--- config.mk ---
export PLATFORM = sky130hd
export DESIGN_NAME = display_timing_gen
export DESIGN_NICKNAME = d
export VERILOG_FILES = /design/src/rtl/display_timing_gen.sv
export SDC_FILE = /design/constraint.sdc
export NUM_CORES = 1
export LEC_CHECK = 0
export CELL_PAD_IN_SITES_DETAIL_PLACEMENT = 0
export CELL_PAD_IN_SITES_GLOBAL_PLACEMENT = 1
export CORE_MARGIN = 2
export CORE_UTILIZATION = 41
export CTS_BUF_LIST = sky130_fd_sc_hd__clkbuf_4 sky130_fd_sc_hd__clkbuf_8
export CTS_CLUSTER_SIZE = 14
export DETAILED_ROUTE_END_ITERATION = 10
export PLACE_DENSITY = 0.83
export SYNTH_ARGS = -nofsm -noshare
export SYNTH_HDL_FRONTEND = slang
export SYNTH_SLANG_ARGS = --single-unit
--- constraint.sdc ---
create_clock -name i_clk -period 2.9 [get_ports i_clk]
set_clock_uncertainty 0.1 [all_clocks]
set_input_delay 0.29 -clock i_clk [delete_from_list [all_inputs] [get_ports i_clk]]
set_output_delay 0.29 -clock i_clk [all_outputs]
set_load 0.02 [all_outputs]
--- src/rtl/display_timing_gen.sv ---
// Raster timing generator: signed pixel coordinates with blanking mapped to
// negative values, plus sync, data-enable and line/frame strobes. Every
// output is registered from next-state decode so all of them describe the
// same pixel in the same cycle.
module display_timing_gen #(
  parameter int H_RES  = 640,
  parameter int V_RES  = 480,
  parameter int H_FP   = 16,
  parameter int H_SYNC = 96,
  parameter int H_BP   = 48,
  parameter int V_FP   = 10,
  parameter int V_SYNC = 2,
  parameter int V_BP   = 33,
  parameter int H_POL  = 0,
  parameter int V_POL  = 0
) (
  input  logic               i_clk,
  input  logic               i_rst_n,
  input  logic               i_en,
  output logic signed [15:0] o_x,
  output logic signed [15:0] o_y,
  output logic               o_hsync,
  output logic               o_vsync,
  output logic               o_de,
  output logic               o_line,
  output logic               o_frame
);

  // Coordinate landmarks; blanking lives at negative coordinates.
  localparam logic signed [15:0] H_STA  = 16'(-(H_FP + H_SYNC + H_BP));
  localparam logic signed [15:0] HS_STA = 16'(-(H_SYNC + H_BP));
  localparam logic signed [15:0] HS_END = 16'(-H_BP);
  localparam logic signed [15:0] H_END  = 16'(H_RES - 1);
  localparam logic signed [15:0] V_STA  = 16'(-(V_FP + V_SYNC + V_BP));
  localparam logic signed [15:0] VS_STA = 16'(-(V_SYNC + V_BP));
  localparam logic signed [15:0] VS_END = 16'(-V_BP);
  localparam logic signed [15:0] V_END  = 16'(V_RES - 1);
  localparam logic H_ACT = H_POL[0];
  localparam logic V_ACT = V_POL[0];

  logic signed [15:0] x_reg, y_reg, x_next, y_next;
  logic hsync_reg, vsync_reg, de_reg, line_reg, frame_reg;
  logic hsync_next, vsync_next, de_next, line_next, frame_next;

  // Next pixel position and the decode of that position, so the registered
  // flags line up with the registered coordinates.
  always_comb begin
    x_next     = x_reg + 16'sd1;
    y_next     = y_reg;
    line_next  = 1'b0;
    frame_next = 1'b0;
    if (x_reg == H_END) begin
      x_next    = H_STA;
      line_next = 1'b1;
      if (y_reg == V_END) begin
        y_next     = V_STA;
        frame_next = 1'b1;
      end else begin
        y_next = y_reg + 16'sd1;
      end
    end
    hsync_next = ((x_next >= HS_STA) && (x_next < HS_END)) ? H_ACT : ~H_ACT;
    // y only changes on a line wrap, so vsync edges are line-aligned.
    vsync_next = ((y_next >= VS_STA) && (y_next < VS_END)) ? V_ACT : ~V_ACT;
    de_next    = (x_next >= 16'sd0) && (y_next >= 16'sd0);
  end

  // Output registers; everything holds (strobes included) while i_en is low.
  always_ff @(posedge i_clk or negedge i_rst_n) begin
    if (!i_rst_n) begin
      x_reg     <= H_STA;
      y_reg     <= V_STA;
      hsync_reg <= ~H_ACT;
      vsync_reg <= ~V_ACT;
      de_reg    <= 1'b0;
      line_reg  <= 1'b0;
      frame_reg <= 1'b0;
    end else if (i_en) begin
      x_reg     <= x_next;
      y_reg     <= y_next;
      hsync_reg <= hsync_next;
      vsync_reg <= vsync_next;
      de_reg    <= de_next;
      line_reg  <= line_next;
      frame_reg <= frame_next;
    end
  end

  assign o_x     = x_reg;
  assign o_y     = y_reg;
  assign o_hsync = hsync_reg;
  assign o_vsync = vsync_reg;
  assign o_de    = de_reg;
  assign o_line  = line_reg;
  assign o_frame = frame_reg;

endmodule

==> results.py <==
metrics = {
    "outcome": {
        "status": "finished with violations",
        "violations": "hold timing",
    },
    "floorplanning": {
        "num_io_pins": 40,
        "die_w_um": 81.48,
        "core_area_um2": 5851,
        "die_height_um": 81.48,
        "dieArea_um2": 6638,
        "rows": 28,
        "start_util": 0.4207,
    },
    "global_routing": {
        "grtUsageTotal": 0.2168,
        "antenna_found_initial": 0,
        "grt-ovfl-total": 0,
        "grt_pass1_wl_um": 11130,
        "first_global_vias": 2318,
        "grt_max_degree": 38,
    },
    "power_and_ir_drop": {
        "ir_drop_mv": 0.2176,
        "leakagePower_nw": 1.104,
        "p_per_area_nw_per_um2": 445.6,
    },
    "placed_design": {
        "place.gp.congestion": 0.8859,
        "hpwlAfterDp_um": 4676,
        "io_buffers": 39,
    },
    "logic_synthesis": {
        "syn_area_um2": 2461,
        "ys.warnings.count": 0,
        "syn_avg_cell_area_um2": 8.259,
        "synthCells": 298,
        "yosys_most_used_dff": "dfstp_2",
        "synth-async-reset-ratio": 1.000,
        "synth_edf_count": 0,
        "ys_ff_latch": 37,
        "yosysUniqueCellTypes": 47,
        "syn-num-nets": 303,
        "seq_area_frac_synth": 0.3889,
    },
    "worst_setup_path": {
        "worstReg2RegEnd": "o_vsync",
        "arrival_ps": 2630,
        "critical_path_class": "reg -> reg",
        "rrSetupSlack_ps": 370,
        "crit_fanout": 15,
        "r2r_cells": 8,
        "endpoint_kind": "flip-flop",
        "timing.rr.start": "o_x[9]",
        "crit_required_ps": 3000,
        "crit_path_start_kind": "flip-flop",
    },
    "cts": {
        "ctsResizeCount": 0,
        "clk_latency_ps": 290,
        "root_buffer": "clkbuf_8",
        "cts.sinks": 37,
        "clkTransAtPathRegs_ps": 80,
        "cts_setup_buffers": 0,
        "h-tree-depth": 2,
        "tritoncts": "built",
        "postCtsHoldBufs": 0,
        "cts_buffer_depth": 2,
        "cts_inserted_buffers": 5,
    },
    "routing": {
        "avgRoutedWirePerCell_um": 16.02,
        "wirelength_um": 6615,
        "drcViolationCount": 0,
        "vias": 2406,
        "viasPerCell": 5.826,
        "ant_nets": 0,
        "drtIter0Drc": 168,
        "drtPass1Iterations": 4,
    },
    "timing": {
        "slew_headroom": 0.4479,
        "worst_pin_slew_ps": 828.1,
        "slew_viol_final": 0,
        "setup_viol_count_final": 0,
        "min_period_over_period": 0.8732,
        "fmaxAchievable_mhz": 394.9,
        "period_minus_slack_ps": 2532,
        "finalSetupTns_ps": 0,
        "hold_viol_final": 7,
        "hold_slack_ps": -15.43,
        "rsz0062_at_grt": "false",
    },
    "layout": {
        "final_layout_size_suffix_gt1_frac": 0.1627,
        "final_util": 0.5184,
        "synthToLayoutAreaGrowth_pct": 23.23,
        "final_common_cell": "nand2_1",
        "mostFrequentLayoutCells": "45 x nand2_1, 38 x clkdlybuf4s50_1, 26 x o21ai_0",
        "final_nets": 342,
        "antenna_cells": 0,
    },
    "hold_path": {
        "worstHoldPathType": "in -> async",
    },
    "job": {
        "cap_violations": 0,
    },
}
-- synth_stat cells (all sizes together) (5+ instances only) --
cell type / n / area, µm²
nand2: 45 / 168.9
o31ai: 6 / 45.04
nand4: 10 / 62.56
o21ai: 26 / 130.1
dfstp: 25 / 656.9
a211oi: 5 / 37.54
a21oi: 22 / 110.1
a31oi: 12 / 75.07
buf: 5 / 42.53
clkbuf: 14 / 52.55
dfrtp: 12 / 300.3
xnor2: 10 / 87.58
nor3: 7 / 35.03
nand3: 21 / 105.1
nor2: 24 / 106.4
-- flip-flops by register name (all words and copies together) (netlist names) --
signal / count
o_y: 16
o_vsync: 1
o_x: 16
o_hsync: 1
o_de: 1
o_frame: 1
o_line: 1
-- cells by family (layout without fill, tap and decap cells) --
family / count (synthesis) / in the layout / synth area share
compound gates: 85 / 85 / 0.2120
xor+xnor: 13 / 13 / 0.04626
fa+ha+maj: 2 / 2 / 0.01017
buf+inv: 24 / 64 / 0.04626
flops: 37 / 37 / 0.3889
mux: 6 / 6 / 0.02593
simple gates: 131 / 131 / 0.2705
-- worst max-delay path by stage --
stage | start | slack [ps] | to | cells after the start
2_1_floorplan | o_x[9] | 250 | o_vsync | 9
3_3_place_gp | o_x[9] | 450 | o_hsync | 8
3_5_place_dp | o_x[9] | 390 | o_vsync | 8
4_1_cts | o_x[9] | 360 | o_vsync | 8
5_1_grt | o_x[9] | 100 | o_vsync | 8
6_report | o_x[9] | 370 | o_vsync | 8
-- report_power, final --
group / internal (W) / leakage (nW) / switching [W]
combinational: 0.000145 / 0.636 / 0.000157
sequential: 0.000568 / 0.416 / 0.0000858
clock: 0.000213 / 0.0523 / 0.000183
total: 0.000926 / 1.10 / 0.000426
-- area by class of cell --
type,count,area (µm²)
multi-input cells,237,1390
well taps,75,93.84
fillers,590,2818
inverters,5,18.77
repair buffers,51,475.5
flip-flops and latches,37,957.2
clock buffers,8,97.59
-- worst max-delay path, cell delays in order (launching register included) --
cell	delay [ps]
dfstp_2	610
or3b_2	490
nor4_4	180
nand2_1	120
buf_4	220
a21oi_1	130
o22a_1	190
nor4b_1	270
a31oi_1	130
-- routing by layer --
metal | vias to the layer above | track usage | routed length [µm]
li1 | 1176 | - | -
met1 | 1146 | 0.2873 | 2936
met2 | 70 | 0.3492 | 3251
met3 | 14 | 0.03736 | 277
met4 | 0 | 0.09153 | 150
met5 | - | 0 | 0
-- per-stage QoR --
| step | power (W) | instance area, µm² | worst slack [ps] | hold WS (ps) | cells |
|---|---|---|---|---|---|
| floorplan | 0.0008309 | 2461 | 250.3 | -105.6 | 298 |
| global placement | 0.0009619 | 2935 | 446.0 | 334.9 | 405 |
| detailed placement | 0.0009670 | 2935 | 390.4 | 341.0 | 405 |
| CTS | 0.001369 | 3033 | 355.5 | 20.88 | 413 |
| global route | 0.001425 | 3033 | 97.91 | 48.90 | 413 |
| finish | 0.001351 | 3033 | 367.7 | -15.43 | 413 |
Power figures use the tool's default switching activity.
